<file path="src/rtl/swervolf_arb_pkg.sv">
`default_nettype none
// ============================================================================
// Module   : swervolf_arb_pkg
// Brief    : Shared state encoding and sizing helpers for the RAM arbiter.
// Revision : 1.0
// ============================================================================
package swervolf_arb_pkg;

    typedef enum logic [1:0] {
        ARB_IDLE = 2'd0,
        ARB_BUSY = 2'd1,
        ARB_ERR  = 2'd2
    } arb_state_e;

    localparam logic [1:0] c_st_idle = 2'(ARB_IDLE);
    localparam logic [1:0] c_st_busy = 2'(ARB_BUSY);
    localparam logic [1:0] c_st_err  = 2'(ARB_ERR);

    // A single master still needs a 1-bit owner register.
    function automatic int owner_width(input int nm);
        return (nm > 1) ? $clog2(nm) : 1;
    endfunction

endpackage
`default_nettype wire

</file>
<file path="src/rtl/swervolf_rr_pick.sv">
`default_nettype none
// ============================================================================
// Module   : swervolf_rr_pick
// Brief    : Combinational round-robin picker, searching from last+1 mod NM.
// Revision : 1.0
// ============================================================================
module swervolf_rr_pick
    import swervolf_arb_pkg::*;
#(
    parameter int NM = 2,
    localparam int OW = owner_width(NM)
) (
    input  logic [NM-1:0] req,
    input  logic [OW-1:0] last,
    output logic          valid,
    output logic [OW-1:0] idx
);

    int              w_cand;
    logic [OW-1:0]   w_cand_idx;

    // Walk offsets from farthest to nearest so the nearest requester wins.
    always_comb begin
        valid      = 1'b0;
        idx        = '0;
        w_cand     = 0;
        w_cand_idx = '0;
        for (int k = NM; k >= 1; k--) begin
            w_cand     = (int'(last) + k) % NM;
            w_cand_idx = OW'(w_cand);
            if (req[w_cand_idx]) begin
                valid = 1'b1;
                idx   = w_cand_idx;
            end
        end
    end

endmodule
`default_nettype wire

</file>
<file path="src/rtl/swervolf_wb_ram_arb.sv">
`default_nettype none
// ============================================================================
// Module   : swervolf_wb_ram_arb
// Brief    : Round-robin Wishbone classic arbiter for the shared on-chip RAM,
//            with per-access watchdog returning a bus error on a hung slave.
// Revision : 1.0
// ============================================================================
module swervolf_wb_ram_arb
    import swervolf_arb_pkg::*;
#(
    parameter int NM      = 2,
    parameter int AW      = 16,
    parameter int DW      = 32,
    parameter int TIMEOUT = 255,
    localparam int SW     = DW / 8,
    localparam int OW     = owner_width(NM)
) (
    input  logic             clk,
    input  logic             rstn,
    input  logic [NM*AW-1:0] i_m_adr,
    input  logic [NM*DW-1:0] i_m_dat,
    input  logic [NM*SW-1:0] i_m_sel,
    input  logic [NM-1:0]    i_m_we,
    input  logic [NM-1:0]    i_m_cyc,
    input  logic [NM-1:0]    i_m_stb,
    output logic [DW-1:0]    o_m_rdt,
    output logic [NM-1:0]    o_m_ack,
    output logic [NM-1:0]    o_m_err,
    output logic [AW-1:0]    o_s_adr,
    output logic [DW-1:0]    o_s_dat,
    output logic [SW-1:0]    o_s_sel,
    output logic             o_s_we,
    output logic             o_s_cyc,
    output logic             o_s_stb,
    input  logic [DW-1:0]    i_s_rdt,
    input  logic             i_s_ack
);

    logic [1:0]    r_state;
    logic [OW-1:0] r_owner;
    logic [OW-1:0] r_last;

    logic          w_pick_valid;
    logic [OW-1:0] w_pick_idx;
    logic          w_own_cyc;
    logic          w_own_stb;
    logic          w_own_we;
    logic          w_wd_fire;

    swervolf_rr_pick #(
        .NM    (NM)
    ) u_pick (
        .req   (i_m_cyc),
        .last  (r_last),
        .valid (w_pick_valid),
        .idx   (w_pick_idx)
    );

    assign w_own_cyc = i_m_cyc[r_owner];
    assign w_own_stb = i_m_stb[r_owner];
    assign w_own_we  = i_m_we[r_owner];
    assign o_m_rdt   = i_s_rdt;

    generate
        if (TIMEOUT > 0) begin : g_wdog
            localparam int CW = $clog2(TIMEOUT + 1);
            localparam logic [CW-1:0] c_wd_last = CW'(TIMEOUT - 1);
            logic [CW-1:0] r_wd_cnt;

            always_ff @(posedge clk or negedge rstn) begin
                if (!rstn) begin
                    r_wd_cnt <= '0;
                end else if (r_state != c_st_busy || i_s_ack || !w_own_stb || !w_own_cyc) begin
                    r_wd_cnt <= '0;
                end else begin
                    r_wd_cnt <= r_wd_cnt + 1'b1;
                end
            end

            assign w_wd_fire = (r_state == c_st_busy) && w_own_cyc && w_own_stb &&
                               !i_s_ack && (r_wd_cnt == c_wd_last);
        end else begin : g_no_wdog
            assign w_wd_fire = 1'b0;
        end
    endgenerate

    // Slave side is driven only while an owner holds the bus; ERR aborts it.
    always_comb begin
        o_s_cyc = 1'b0;
        o_s_stb = 1'b0;
        o_s_we  = 1'b0;
        o_s_adr = '0;
        o_s_dat = '0;
        o_s_sel = '0;
        o_m_ack = '0;
        o_m_err = '0;
        case (r_state)
            c_st_busy: begin
                o_s_cyc          = w_own_cyc;
                o_s_stb          = w_own_cyc & w_own_stb;
                o_s_we           = w_own_cyc & w_own_we;
                o_s_adr          = i_m_adr[r_owner*AW +: AW];
                o_s_dat          = i_m_dat[r_owner*DW +: DW];
                o_s_sel          = i_m_sel[r_owner*SW +: SW];
                o_m_ack[r_owner] = i_s_ack;
            end
            c_st_err: begin
                o_m_err[r_owner] = 1'b1;
            end
            default: begin
            end
        endcase
    end

    always_ff @(posedge clk or negedge rstn) begin
        if (!rstn) begin
            r_state <= c_st_idle;
            r_owner <= '0;
            r_last  <= OW'(NM - 1);
        end else begin
            case (r_state)
                c_st_idle: begin
                    if (w_pick_valid) begin
                        r_owner <= w_pick_idx;
                        r_last  <= w_pick_idx;
                        r_state <= c_st_busy;
                    end
                end
                c_st_busy: begin
                    if (!w_own_cyc) begin
                        r_state <= c_st_idle;
                    end else if (w_wd_fire) begin
                        r_state <= c_st_err;
                    end
                end
                c_st_err: begin
                    r_state <= w_own_cyc ? c_st_busy : c_st_idle;
                end
                default: begin
                    r_state <= c_st_idle;
                end
            endcase
        end
    end

endmodule
`default_nettype wire

</file>
<file path="config.mk">
export PLATFORM = sky130hd
export DESIGN_NAME = swervolf_wb_ram_arb
export DESIGN_NICKNAME = d
export VERILOG_FILES = /design/src/rtl/swervolf_arb_pkg.sv /design/src/rtl/swervolf_rr_pick.sv /design/src/rtl/swervolf_wb_ram_arb.sv
export SDC_FILE = /design/constraint.sdc
export NUM_CORES = 1
export LEC_CHECK = 0
export BUFFER_PORTS_ARGS = -buffer_cell sky130_fd_sc_hd__clkbuf_2
export CAP_MARGIN = 20
export CORE_AREA = 8 8 86 88
export CTS_BUF_LIST = sky130_fd_sc_hd__clkbuf_8
export DETAILED_ROUTE_END_ITERATION = 8
export DIE_AREA = 0 0 94 96
export HOLD_SLACK_MARGIN = 0.06
export PLACE_DENSITY = 0.77
export SLEW_MARGIN = 15
export SYNTH_ARGS = -nofsm -noshare
export SYNTH_HDL_FRONTEND = slang
export SYNTH_SLANG_ARGS = --single-unit
export TNS_END_PERCENT = 30
</file>
<file path="constraint.sdc">
create_clock -name clk -period 2.35 [get_ports clk]
set_clock_uncertainty 0.05 [all_clocks]
set_input_delay 0.3525 -clock clk [delete_from_list [all_inputs] [get_ports clk]]
set_output_delay 0.3525 -clock clk [all_outputs]
set_load 0.05 [all_outputs]
</file>
Word-level counts from Yosys, hierarchy flattened. Cells that the tools add are included.

Bits of input ports: 145. Register bits: 12. Output and inout bits: 91. Word-level logic and storage cells: 67.

Bitwise operators: 3. Add/subtract/negate cells: 3. Equal/unequal tests: 6. Reductions and logical operators: 14. Magnitude comparators: 4. Mux-type cells: 30. Shift operators: 3.

Operator list (number): $shiftx 64x7->32 (1); $mux 32 (1); $shiftx 32x6->16 (1); $mux 1 (19); $mux 16 (1); $mux 2 (5); $add 8x1->8 const B (1); $eq 8x8->1 const B (1); $mux 8 (1); $shiftx 8x4->4 (1); $lt 1x2->1 const B (3); $pmux 2 s3 (1); $logic_and 1x1->1 (5); $mux 4 (1); $ne 2x1->1 const B (2); $reduce_and 2->1 (2); $logic_not 1->1 (3); $logic_or 1x1->1 (3); $ne 3x3->1 const B (1); $add 1x1->1 const B (2); $and 1x1->1 (2); $and 2x2->2 (1); $eq 2x1->1 const B (1); $eq 2x2->1 const B (1); 3 further kinds (3).

Longest topological paths before layout. Gate-level depths: netlist of run 1.

Word-level depth: 9. Mapped depth: 5. Gate-level depth less buffers: 5.

Modules after synthesis. A second synthesis of run 1 with hierarchy kept.

Cells, all modules: 214. Area, all modules: 1665.3 µm².

Modules (own cells, without submodules): swervolf_wb_ram_arb (area an instance 1651.6 µm², instances 1, cells an instance 212, sequential area each 301.5 µm²); swervolf_rr_pick (area an instance 13.8 µm², instances 1, cells an instance 2, sequential area each 0.0 µm²).

Worst setup path before layout of run 1. Ideal clock, no wire load.

Path type: register to output. Start point: register r_owner. End point: output port o_m_err[0]. Data arrival time: 1.909 ns. Buffers on the path: 2. Setup slack: 0.039 ns. Cell stages (with the launch flop): 4. Required time: 1.947 ns. Cell sequence: dfrtp_1 -> buf_2 -> buf_1 -> nor3b_1.

Word-level cells in the longest chain between the ends: 5. Elaborated cells between the ends (all ways): 6. Those cells by class: order compare: 2; mux: 3; reduce/logical: 1.

Ends and longest elaborated chain: start: declaration (RTL line swervolf_wb_ram_arb.sv:40) `logic [OW-1:0] r_owner;`; start signal: assignment (RTL line swervolf_wb_ram_arb.sv:124) `r_owner <= w_pick_idx;`; $lt 1x2->1 (not written as such) / $ge 1x1->1 (equally long branches) (RTL line swervolf_wb_ram_arb.sv:108) `o_m_err[r_owner] = 1'b1;`; $logic_and 1x1->1 (not written as such) (RTL line swervolf_wb_ram_arb.sv:108); $mux 1 (not written as such) (RTL line swervolf_wb_ram_arb.sv:108); $demux 1 s1 (*) (RTL line swervolf_wb_ram_arb.sv:108); $mux 2 (*) (RTL line swervolf_wb_ram_arb.sv:97) `case (r_state)`; end: declaration (RTL line swervolf_wb_ram_arb.sv:28) `output logic [NM-1:0] o_m_err,`.

Mark *: on every way between the ends. The rest lies on a longest branch, timed or not.

Worst setup path in the final report of run 1.
Start point: register r_state[1]. End point: output port o_s_dat[9].

Word-level cells in the longest chain between the ends: 2.

Ends and longest elaborated chain: start: declaration (RTL line swervolf_wb_ram_arb.sv:39) `logic [1:0] r_state;`; start signal: assignment (RTL line swervolf_wb_ram_arb.sv:117) `r_state <= c_st_idle;`; start signal: assignment (RTL line swervolf_wb_ram_arb.sv:126) `r_state <= c_st_busy;`; start signal: assignment (RTL line swervolf_wb_ram_arb.sv:131) `r_state <= c_st_idle;`; $eq 2x1->1 (RTL line swervolf_wb_ram_arb.sv:97); $mux 32 (RTL line swervolf_wb_ram_arb.sv:97); end: declaration (RTL line swervolf_wb_ram_arb.sv:30) `output logic [DW-1:0] o_s_dat,`.

No other way between the ends.

==> results of run 1 <==
-- routing by layer --
layer	vias to the layer above	global-route usage, %	wire length, um
li1	967	-	-
met1	883	14.5	2390
met2	102	22.6	3220
met3	19	5.07	827
met4	0	6.34	207
met5	-	0	0
-- cells by family (layout without fill, tap and decap cells) --
logic type / count (synthesis) / count (layout) / synth area share, %
xor gates and xnor gates: 3 / 3 / 1.59
buffers and inverters: 48 / 181 / 18.7
DFF: 12 / 12 / 18.3
muxes: 55 / 55 / 33.4
AOI/OAI and AO/OA: 11 / 11 / 4.09
and+or+nand+nor: 85 / 85 / 22.4
adders and majority gates: 2 / 2 / 1.52
-- final cells by class --
class                   instances  area [um2]  area share (%)
inverters                       2        7.51           0.309
repair buffers                175         926            38.1
flip-flops and latches         12         305            12.6
multi-input cells             156        1040            42.8
clock buffers                   4        55.1            2.26
well taps                      77        96.3            3.96
-- worst max-delay path: stages, from the launching register on --
cell      delay (ns)
dfrtp_1         0.42
nand2b_2        0.42
buf_12          0.27
nor2_1          0.13
clkbuf_2        0.29
-- registers in the layout (all words and copies together), names as in the netlist --
register,cells
g_wdog.r_wd_cnt,8
r_state,2
r_last,1
r_owner,1
-- worst min path at each step --
stage / start / end / slack [ns] / cells past startpoint
2_1_floorplan: rstn / g_wdog.r_wd_cnt[0] / 0.007 / 0
3_3_place_gp: rstn / g_wdog.r_wd_cnt[0] / 0.20 / 1
3_5_place_dp: rstn / g_wdog.r_wd_cnt[0] / 0.20 / 1
4_1_cts: i_m_cyc[0] / r_last / 0.28 / 2
5_1_grt: i_m_cyc[0] / r_last / 0.29 / 2
6_report: i_m_cyc[0] / r_last / 0.29 / 2
-- stage by stage --
stage	setup WS [ns]	std cells	total power, mW	hold WS, ns	cell area, um2
finish	0.153	426	3.60	0.294	2430
global route	0.00179	426	3.80	0.294	2430
CTS	0.131	426	3.64	0.284	2430
detailed placement	0.402	421	3.41	0.200	2370
global placement	0.462	421	3.38	0.198	2370
floorplan	0.0389	216	2.80	0.00691	1650
-- timing repair --
item | 4_1_cts | 5_1_grt
gates resized for setup | 0 | 0
hold buffers | 1 | 0
hold endpoints to repair | 11 | 0
-- Yosys cell counts, drive strengths merged --
library cell	instances	share of area [%]
or4b	1	0.61
o31ai	1	0.46
nand3	3	0.91
or4	1	0.46
xor2	2	1.1
a32o	1	0.61
or3	2	0.76
xnor2	1	0.53
inv	2	0.46
ha	2	1.5
nand2b	1	0.38
dfrtp	11	17
nor2	61	14
dfstp	1	1.6
buf	40	17
and3	1	0.38
nor3	1	0.61
a21oi	5	1.5
nand2	8	1.8
mux2i	54	33
a31oi	1	0.38
nand4	1	0.38
nor3b	2	0.91
o32ai	1	0.53
o21ai	2	0.61
nor2b	1	0.38
mux2	1	0.68
clkbuf	6	1.4
and3b	1	0.53
nor4	1	0.38
-- where the power goes --
part	internal, mW	switching, mW
Clock	0.148	0.0749
Sequential	0.249	0.0810
Combinational	0.812	2.23
Total	1.21	2.39
==> summary.md, run 1 <==
| Metric | Value |
|---|---|
| Tot GR Track Use | `about an eighth` |
| Nature of the critical path startpoint | `flip-flop` |
| Flip-flop and latch count after synthesis | `12` |
| Die area | `0.00902 mm2` |
| Synth Cell Area | `~0.0017 mm2` |
| Destination of the worst register-to-register timing path | `r_state[1]` |
| Detailed Routing Iterations Pass 1 | `4` |
| Starting Density | `approximately 27%` |
| Worst skew pair latency | `0.24 ns` |
| Antenna violations before repair | `0` |
| Post-route clock period utilization | `between 90% and 100%` |
| Leading cell type in the layout, fill and taps excluded | `clkbuf_2` |
| H-tree lvl count | `1` |
| I/O Pins | `236` |
| Drt first-iter violations | `around 60` |
| Drt wl/cell | `15.6 um` |
| Synthesized netlist net count | `between 300 and 400` |
| Worst setup path startpoint | `r_state[1]` |
| Max IR drop VDD | `764 uV` |
| Run status | `completed` |
| Post-Route Setup TNS | `0 ns` |
| Maximum clock frequency | `between 400 and 500 MHz` |
| Global-route wire length before repair | `9840 um` |
| Remaining number of nets flagged by the antenna check after routing | `0` |
| Syn Area/Cell | `around 7.6 um2` |
| Startpoint of the worst-slack reg-to-reg timing path | `r_state[1]` |
| Destination of the critical timing path | `o_s_dat[9]` |
| Number of buffers added for setup after CTS | `0` |
| Min cycle time layout | `2.20 ns` |
| Max-cap violations | `0` |
| Type of the worst min-delay path | `primary input to flip-flop` |
| Clock Sink Count | `12` |
| Endpoint type of the worst setup path | `output pin` |
| WL final | `6650 um` |
| Slew @ Worst Pin | `0.461 ns` |
| Final estimated routing congestion in global placement | `~0.88` |
| Classification of the worst setup path | `flip-flop to output pin` |
| Number of diodes added for antenna fixing | `0` |
| Hold Vio Cnt, Final | `0` |
| Crit path max fanout | `32` |
| # port buffers | `171` |
| Via count of the first global-routing pass | `~2,000` |
| Relative slew slack | `69.3%` |
| Leakage component of the power | `roughly 1.4 nW` |
| R2R cell count | `3` |
| Worst R2R Setup Slack | `roughly 0.41 ns` |
| Max Buffers Root-to-Sink | `2` |
| Data required time of the worst path | `slightly below 2 ns` |
| Proportion of synthesized chip area in sequential cells | `18.3%` |
| Final slew viol count | `0` |
| Via density per instance | `4.63` |
| Count of filler cells inserted in the layout | `between 600 and 700` |
| Fraction of the core area covered by cells at the end of the flow | `39.9%` |
| Pin count of the biggest net entering global routing | `33` |
| Critical path arrival | `1.79 ns` |
| Clock buffers created by TritonCTS | `3` |
| Placeable core region | `0.00610 mm2` |
| Number of remaining DRC errors | `0` |
| Power per cell area | `about 1500 mW/mm2` |
| Clock tree from TritonCTS | `built` |
| Number of rows created at floorplan | `29` |
| Root cell of the clock tree | `clkbuf_8` |
| Count of warnings emitted by yosys | `0` |
| Via count of the routed design | `1,971` |
| HPWL after DPL | `~5900 um` |
| DIE HEIGHT | `96 um` |
| Fraction of layout instances using a drive strength above 1 | `between 50% and 60%` |
| Final net count | `~500` |
| Die Wd | `roughly 94 um` |
| Commonest cells after routing, fill and taps aside | `171 x clkbuf_2, 61 x nor2_1, 54 x mux2i_1, 10 x dfrtp_1, 8 x nand2_1` |
| Gate Count Post-Synth | `216` |
| Count of final setup violators | `0` |
| RSZ-0062 raised after global routing | `no` |
| Clk slew on worst S/H paths | `0.05 ns` |
| GRT overflow | `0` |
| Area growth from synthesis to layout | `47.4%` |
| Post-synthesis cell type count | `32` |
Power figures use the tool's default switching activity.
==> run 2, diff against run 1 <==
--- a/config.mk
+++ b/config.mk
@@ -11,6 +11,7 @@
 export CTS_BUF_LIST = sky130_fd_sc_hd__clkbuf_8
 export DETAILED_ROUTE_END_ITERATION = 8
 export DIE_AREA = 0 0 94 96
+export GPL_TIMING_DRIVEN = 0
 export HOLD_SLACK_MARGIN = 0.06
 export PLACE_DENSITY = 0.77
 export SLEW_MARGIN = 15
==> run 2 against run 1 <==
Power up 3.2%; highest routed layer unchanged; clock power down 16%; via count up 12%; global-route usage up 1.7 points; critical endpoint is now o_s_adr[7].
==> summary.md, run 2 (same netlist as run 1, synthesis figures left out) <==
| Metric | Value |
|---|---|
| Number of remaining DRC errors | `0 (unchanged)` |
| Final slew viol count | `0 (unchanged)` |
| Root cell of the clock tree | `clkbuf_8 (unchanged)` |
| Non-Filler Cell Area, Final | `0.00282 mm2 (was 0.00243 mm2)` |
| Area growth from synthesis to layout | `70.8% (was 47.4%)` |
| H-tree lvl count | `1 (unchanged)` |
| Post-route clock period utilization | `92.7% (was 93.5%)` |
| Run status | `completed (unchanged)` |
| Remaining number of nets flagged by the antenna check after routing | `0 (unchanged)` |
| Startpoint of the worst-slack reg-to-reg timing path | `r_state[1] (unchanged)` |
| Destination of the worst register-to-register timing path | `r_state[1] (unchanged)` |
| Maximum clock frequency | `459 MHz (was 455 MHz)` |
| Number of diodes added for antenna fixing | `0 (unchanged)` |
| WL final | `7770 um (was 6650 um)` |
| Design Power | `3.71 mW (was 3.60 mW)` |
| Classification of the worst setup path | `flip-flop to output pin (unchanged)` |
| Area post-placement | `0.00276 mm2 (was 0.00237 mm2)` |
| Clk slew on worst S/H paths | `0.05 ns (about the same)` |
| Critical path arrival | `1.78 ns (was 1.79 ns)` |
| Starting Density | `27.1% (unchanged)` |
| Total area of multi-input combinational cells | `0.00104 mm2 (about the same)` |
| GRT overflow | `0 (unchanged)` |
| Fraction of layout instances using a drive strength above 1 | `59.3% (was 52.1%)` |
| Count of final setup violators | `0 (unchanged)` |
| R2R cell count | `4 (was 3)` |
| Count of filler cells inserted in the layout | `633 (was 623)` |
| Via count of the first global-routing pass | `2,295 (was 2,004)` |
| Leading cell type in the layout, fill and taps excluded | `clkbuf_2 (unchanged)` |
| Pre-CTS setup slack | `0.248 ns (was 0.402 ns)` |
| Clock buffers created by TritonCTS | `3 (unchanged)` |
| RSZ-0062 raised after global routing | `no (unchanged)` |
| Via count of the routed design | `2,216 (was 1,971)` |
| Hold Vio Cnt, Final | `0 (unchanged)` |
| Uppermost layer routed | `met4 (unchanged)` |
| HPWL after DPL | `7040 um (was 5880 um)` |
| Global-route wire length before repair | `11,200 um (was 9840 um)` |
| Commonest cells after routing, fill and taps aside | `207 x clkbuf_2, 61 x nor2_1, 54 x mux2i_1, 32 x buf_4, 11 x dfrtp_1 (was 171 x clkbuf_2, 61 x nor2_1, 54 x mux2i_1, 10 x dfrtp_1, 8 x nand2_1)` |
| Via density per instance | `4.43 (was 4.63)` |
| Fraction of the core area covered by cells at the end of the flow | `46.2% (was 39.9%)` |
| Relative slew slack | `65.6% (was 69.3%)` |
| Length of routed met3 wiring | `753 um (was 827 um)` |
| Tot GR Track Use | `15.1% (was 13.4%)` |
| Max Buffers Root-to-Sink | `2 (unchanged)` |
| Register with the most flip-flops | `g_wdog.r_wd_cnt (unchanged)` |
| Delay of the slowest cell on the worst path | `0.42 ns (about the same)` |
| Crit path max fanout | `10 (was 32)` |
| Min-Delay Endpoint | `r_last (unchanged)` |
| Nature of the critical path startpoint | `flip-flop (unchanged)` |
| Ordered list of cells on the worst path | `nand2b_1 > clkbuf_1 > nor2_1 > clkbuf_2 (was nand2b_2 > buf_12 > nor2_1 > clkbuf_2)` |
| Data required time of the worst path | `1.95 ns (about the same)` |
| Number of flip-flops in the largest register | `8 (unchanged)` |
| Drt wl/cell | `15.5 um (was 15.6 um)` |
| Final estimated routing congestion in global placement | `0.825 (was 0.877)` |
| Leading registers by flop count | `g_wdog.r_wd_cnt: 8 flops, r_state: 2 flops (unchanged)` |
| # port buffers | `203 (was 171)` |
| Die area | `0.00902 mm2 (unchanged)` |
| Drt first-iter violations | `38 (was 61)` |
| Die Wd | `94 um (unchanged)` |
| Antenna violations before repair | `0 (unchanged)` |
| Min cycle time layout | `2.18 ns (was 2.20 ns)` |
| Power per cell area | `1320 mW/mm2 (was 1480 mW/mm2)` |
| Worst R2R Setup Slack | `0.56 ns (was 0.41 ns)` |
| Clock tree from TritonCTS | `built (unchanged)` |
| Smallest setup slack after layout | `0.171 ns (was 0.153 ns)` |
| Post-Route Setup TNS | `0 ns (unchanged)` |
| DIE HEIGHT | `96 um (unchanged)` |
| Slew @ Worst Pin | `0.516 ns (was 0.461 ns)` |
| Leakage component of the power | `1.75 nW (was 1.44 nW)` |
| Max IR drop VDD | `704 uV (was 764 uV)` |
| Final net count | `571 (was 497)` |
| Max-cap violations | `0 (unchanged)` |
| Start point of the worst min-delay path | `i_m_cyc[0] (unchanged)` |
| Placeable core region | `0.00610 mm2 (unchanged)` |
| Endpoint type of the worst setup path | `output pin (unchanged)` |
| Total length of routed met2 wires | `3990 um (was 3220 um)` |
| Total number of cells along the worst setup path | `4 (unchanged)` |
| Pin count of the biggest net entering global routing | `13 (was 33)` |
| Count of cells along the worst hold path | `2 (unchanged)` |
| Detailed Routing Iterations Pass 1 | `4 (unchanged)` |
| Worst skew pair latency | `0.24 ns (about the same)` |
| Clock Sink Count | `12 (unchanged)` |
| WL met1 | `2950 um (was 2390 um)` |
| Family with the most delay on the worst path | `buffers and inverters (unchanged)` |
| Number of buffer and inverter instances along the worst setup path | `2 (unchanged)` |
| I/O Pins | `236 (unchanged)` |
| Number of rows created at floorplan | `29 (unchanged)` |
| Worst-path cell with the longest stage delay | `dfrtp_1 (unchanged)` |
| Combined flip-flop and latch cell area | `302 um2 (was 305 um2)` |
| Type of the worst min-delay path | `primary input to flip-flop (unchanged)` |
run 2: stage by stage:
stage / hold slack [ns] / instances
after floorplan: 0.00691 / 216
after global placement: 0.199 / 496
after detailed placement: 0.204 / 496
after CTS: 0.294 / 501
after global routing: 0.317 / 500
final: 0.301 / 500
run 2: worst register-to-register path: cells and delay by family (launching register included):
family	cells	cell delay [ns]
buffers and inverters	1	0.19
flip-flops	1	0.42
AND/OR/NAND/NOR	3	1.04
run 2: routing by layer:
| layer | GRT usage [%] | vias up |
|---|---|---|
| li1 | - | 1109 |
| met1 | 17.7 | 969 |
| met2 | 27.5 | 132 |
| met3 | 3.98 | 6 |
| met4 | 2.11 | 0 |
| met5 | 0 | - |
run 2: power by group:
group	switching [mW]	internal, mW	total (mW)
registers	0.0228	0.243	0.265
clock network	0.0724	0.115	0.187
logic	2.43	0.829	3.26
total	2.53	1.19	3.71
run 2: final cells by class:
type | instances | area share [%]
well taps | 77 | 3.42
multi-input cells | 156 | 36.9
clock buffers | 3 | 1.46
plain buffers | 45 | 10.7
repair buffers | 204 | 36.4
flip-flops and latches | 12 | 10.7
clock inverters | 1 | 0.133
inverters | 2 | 0.266
run 2: what timing repair did:
| item | 4_1_cts | 5_1_grt |
|---|---|---|
| endpoints found under the setup margin | 6 | 30 |
| hold endpoints to repair | 11 | 0 |
| hold buffers | 1 | 0 |
| resized for setup | 2 | 4 |
| setup buffers | 0 | 0 |
run 2: worst max path at each step:
| stage | start | endpoint | slack [ns] |
|---|---|---|---|
| 2_1_floorplan | r_owner | o_m_err[0] | 0.04 |
| 3_3_place_gp | r_state[1] | o_s_dat[15] | 0.21 |
| 3_5_place_dp | r_state[1] | o_s_dat[15] | 0.25 |
| 4_1_cts | r_state[1] | o_s_sel[3] | 0.01 |
| 5_1_grt | r_state[1] | o_s_sel[3] | 0.01 |
| 6_report | r_state[1] | o_s_adr[7] | 0.17 |
==> run 3, diff against run 2 <==
--- a/config.mk
+++ b/config.mk
@@ -14,6 +14,7 @@
 export GPL_TIMING_DRIVEN = 0
 export HOLD_SLACK_MARGIN = 0.06
 export PLACE_DENSITY = 0.77
+export REMOVE_ABC_BUFFERS = 1
 export SLEW_MARGIN = 15
 export SYNTH_ARGS = -nofsm -noshare
 export SYNTH_HDL_FRONTEND = slang
==> run 3 against run 2 <==
Largest cell class is now multi-input combinational cells; count of clock-buffer cells in the layout is the same; critical path type unchanged; largest power group unchanged; via count down 12%; non-clock buffer count shrank 74.
==> summary.md, run 3 (same netlist as run 1, synthesis figures left out) <==
| Metric | Value |
|---|---|
| Run status | `completed (unchanged)` |
| Area post-placement | `0.00235 mm2 (was 0.00276 mm2)` |
| Drt wl/cell | `19.2 um (was 15.5 um)` |
| Clock Sink Count | `12 (unchanged)` |
| Switching power total | `2.44 mW (was 2.53 mW)` |
| Hold Vio Cnt, Final | `0 (unchanged)` |
| Via density per instance | `4.59 (was 4.43)` |
| Smallest setup slack after layout | `0.201 ns (was 0.171 ns)` |
| Crit path max fanout | `38 (was 10)` |
| Worst hold margin | `0.296 ns (was 0.301 ns)` |
| Register with the most flip-flops | `g_wdog.r_wd_cnt (unchanged)` |
| Commonest cells after routing, fill and taps aside | `171 x clkbuf_2, 61 x nor2_1, 54 x mux2i_1, 10 x dfrtp_1, 8 x nand2_1 (was 207 x clkbuf_2, 61 x nor2_1, 54 x mux2i_1, 32 x buf_4, 11 x dfrtp_1)` |
| I/O Pins | `236 (unchanged)` |
| Worst skew pair latency | `0.24 ns (about the same)` |
| Detailed Routing Iterations Pass 1 | `4 (unchanged)` |
| Global-route wire length before repair | `11,400 um (was 11,200 um)` |
| R2R cell count | `4 (unchanged)` |
| Data required time of the worst path | `1.95 ns (about the same)` |
| Min cycle time layout | `2.15 ns (was 2.18 ns)` |
| DIE HEIGHT | `96 um (unchanged)` |
| Number of diodes added for antenna fixing | `0 (unchanged)` |
| Design Power | `3.62 mW (was 3.71 mW)` |
| Leakage component of the power | `1.44 nW (was 1.75 nW)` |
| Final net count | `497 (was 571)` |
| Final estimated routing congestion in global placement | `0.869 (was 0.825)` |
| Clk slew on worst S/H paths | `0.05 ns (about the same)` |
| Relative slew slack | `76.8% (was 65.6%)` |
| Count of final setup violators | `0 (unchanged)` |
| RSZ-0062 raised after global routing | `no (unchanged)` |
| GRT overflow | `0 (unchanged)` |
| Classification of the worst setup path | `flip-flop to output pin (unchanged)` |
| Clock power share | `5.2% (was 5.0%)` |
| WL final | `8180 um (was 7770 um)` |
| Leading cell type in the layout, fill and taps excluded | `clkbuf_2 (unchanged)` |
| Slew @ Worst Pin | `0.350 ns (was 0.516 ns)` |
| Count of cells along the worst hold path | `2 (unchanged)` |
| Antenna violations before repair | `0 (unchanged)` |
| Max IR drop VDD | `682 uV (was 704 uV)` |
| Post-route clock period utilization | `91.4% (was 92.7%)` |
| Maximum clock frequency | `465 MHz (was 459 MHz)` |
| Final slew viol count | `0 (unchanged)` |
| Critical path arrival | `1.75 ns (was 1.78 ns)` |
| Comb power frac | `85.4% (was 87.8%)` |
| Number of rows created at floorplan | `29 (unchanged)` |
| HPWL after DPL | `7170 um (was 7040 um)` |
| Number of flip-flops in the largest register | `8 (unchanged)` |
| Max Buffers Root-to-Sink | `2 (unchanged)` |
| Placeable core region | `0.00610 mm2 (unchanged)` |
| Die Wd | `94 um (unchanged)` |
| Die area | `0.00902 mm2 (unchanged)` |
| Nature of the critical path startpoint | `flip-flop (unchanged)` |
| Remaining number of nets flagged by the antenna check after routing | `0 (unchanged)` |
| Number of remaining DRC errors | `0 (unchanged)` |
| Pre-CTS setup slack | `0.195 ns (was 0.248 ns)` |
| Clock tree from TritonCTS | `built (unchanged)` |
| Drt first-iter violations | `42 (was 38)` |
| Count of filler cells inserted in the layout | `628 (was 633)` |
| Fraction of layout instances using a drive strength above 1 | `51.9% (was 59.3%)` |
| # port buffers | `171 (was 203)` |
| Via count of the routed design | `1,955 (was 2,216)` |
| Max-cap violations | `0 (unchanged)` |
| Root cell of the clock tree | `clkbuf_8 (unchanged)` |
| Endpoint type of the worst setup path | `output pin (unchanged)` |
| Non-Filler Cell Area, Final | `0.00243 mm2 (was 0.00282 mm2)` |
| Tot GR Track Use | `16.7% (was 15.1%)` |
| Starting Density | `27.1% (unchanged)` |
| Area growth from synthesis to layout | `47.0% (was 70.8%)` |
| Via count of the first global-routing pass | `2,067 (was 2,295)` |
| Switching power share of the total | `67.5% (was 68.0%)` |
| Type of the worst min-delay path | `primary input to flip-flop (unchanged)` |
| Pin count of the biggest net entering global routing | `39 (was 13)` |
| Clock buffers created by TritonCTS | `3 (unchanged)` |
| Internal cell power | `1.18 mW (was 1.19 mW)` |
| Leading registers by flop count | `g_wdog.r_wd_cnt: 8 flops, r_state: 2 flops (unchanged)` |
| H-tree lvl count | `1 (unchanged)` |
| Power share of the sequential group | `9.3% (was 7.1%)` |
| Power per cell area | `1490 mW/mm2 (was 1320 mW/mm2)` |
[run 3: worst paths after layout]
| path | startpoint | to | slack [ns] |
|---|---|---|---|
| max | r_owner | o_s_sel[1] | 0.20 |
| min | i_m_cyc[0] | r_last | 0.30 |
| max reg2reg | r_state[1] | r_state[1] | 0.40 |
| min reg2reg | g_wdog.r_wd_cnt[0] | g_wdog.r_wd_cnt[0] | 0.46 |
| max in group asynchronous | rstn | r_last | 1.50 |
| min in group asynchronous | rstn | g_wdog.r_wd_cnt[1] | 0.47 |
[run 3: area by class of cell]
class | count | area (um2) | share of cell area [%]
Inverter | 2 | 7.51 | 0.309
Sequential cell | 12 | 305 | 12.6
Multi-Input combinational cell | 156 | 1050 | 43.2
Clock inverter | 1 | 3.75 | 0.155
Tap cell | 77 | 96.3 | 3.97
Clock buffer | 3 | 41.3 | 1.70
Timing Repair Buffer | 175 | 925 | 38.1
[run 3: power by group through the flow]
stage / Sequential [mW] / Combinational [mW] / Clock [mW]
global route: 0.349 / 3.29 / 0.203
floorplan: 0.450 / 2.21 / 0
detailed placement: 0.371 / 3.07 / 0
global placement: 0.490 / 2.92 / 0
CTS: 0.367 / 3.08 / 0.193
finish: 0.338 / 3.09 / 0.189
[run 3: metrics by stage]
step,utilization (%),cells,TNS (ns)
6_report,39.8,426,0
5_1_grt,39.8,426,0
4_1_cts,39.5,425,0
3_5_place_dp,38.6,420,0
3_3_place_gp,37.7,418,-78.96
2_1_floorplan,-,170,-63.62
[run 3: critical path, cell delays in order (launching register included)]
cell and delay (ns):
dfrtp_4 0.58, buf_12 0.29, mux2i_1 0.26, nor2_1 0.08
clkbuf_2 0.25
[run 3: metal layers]
layer  global-route usage (%)  wire (um)  vias to the layer above  share of wire, %
met1                     18.1       3160                      843                39
met3                     16.1       1750                        7                21
li1                         -          -                      963                 -
met5                     5.00         55                        -              0.67
met4                     2.38         34                        2              0.42
met2                     22.7       3180                      140                39
[run 3: what timing repair did]
action,in CTS,in global routing
setup endpoints to repair,0,13
resized for setup,0,1
hold buffers,1,0
buffers inserted,0,1
hold endpoints to repair,11,0
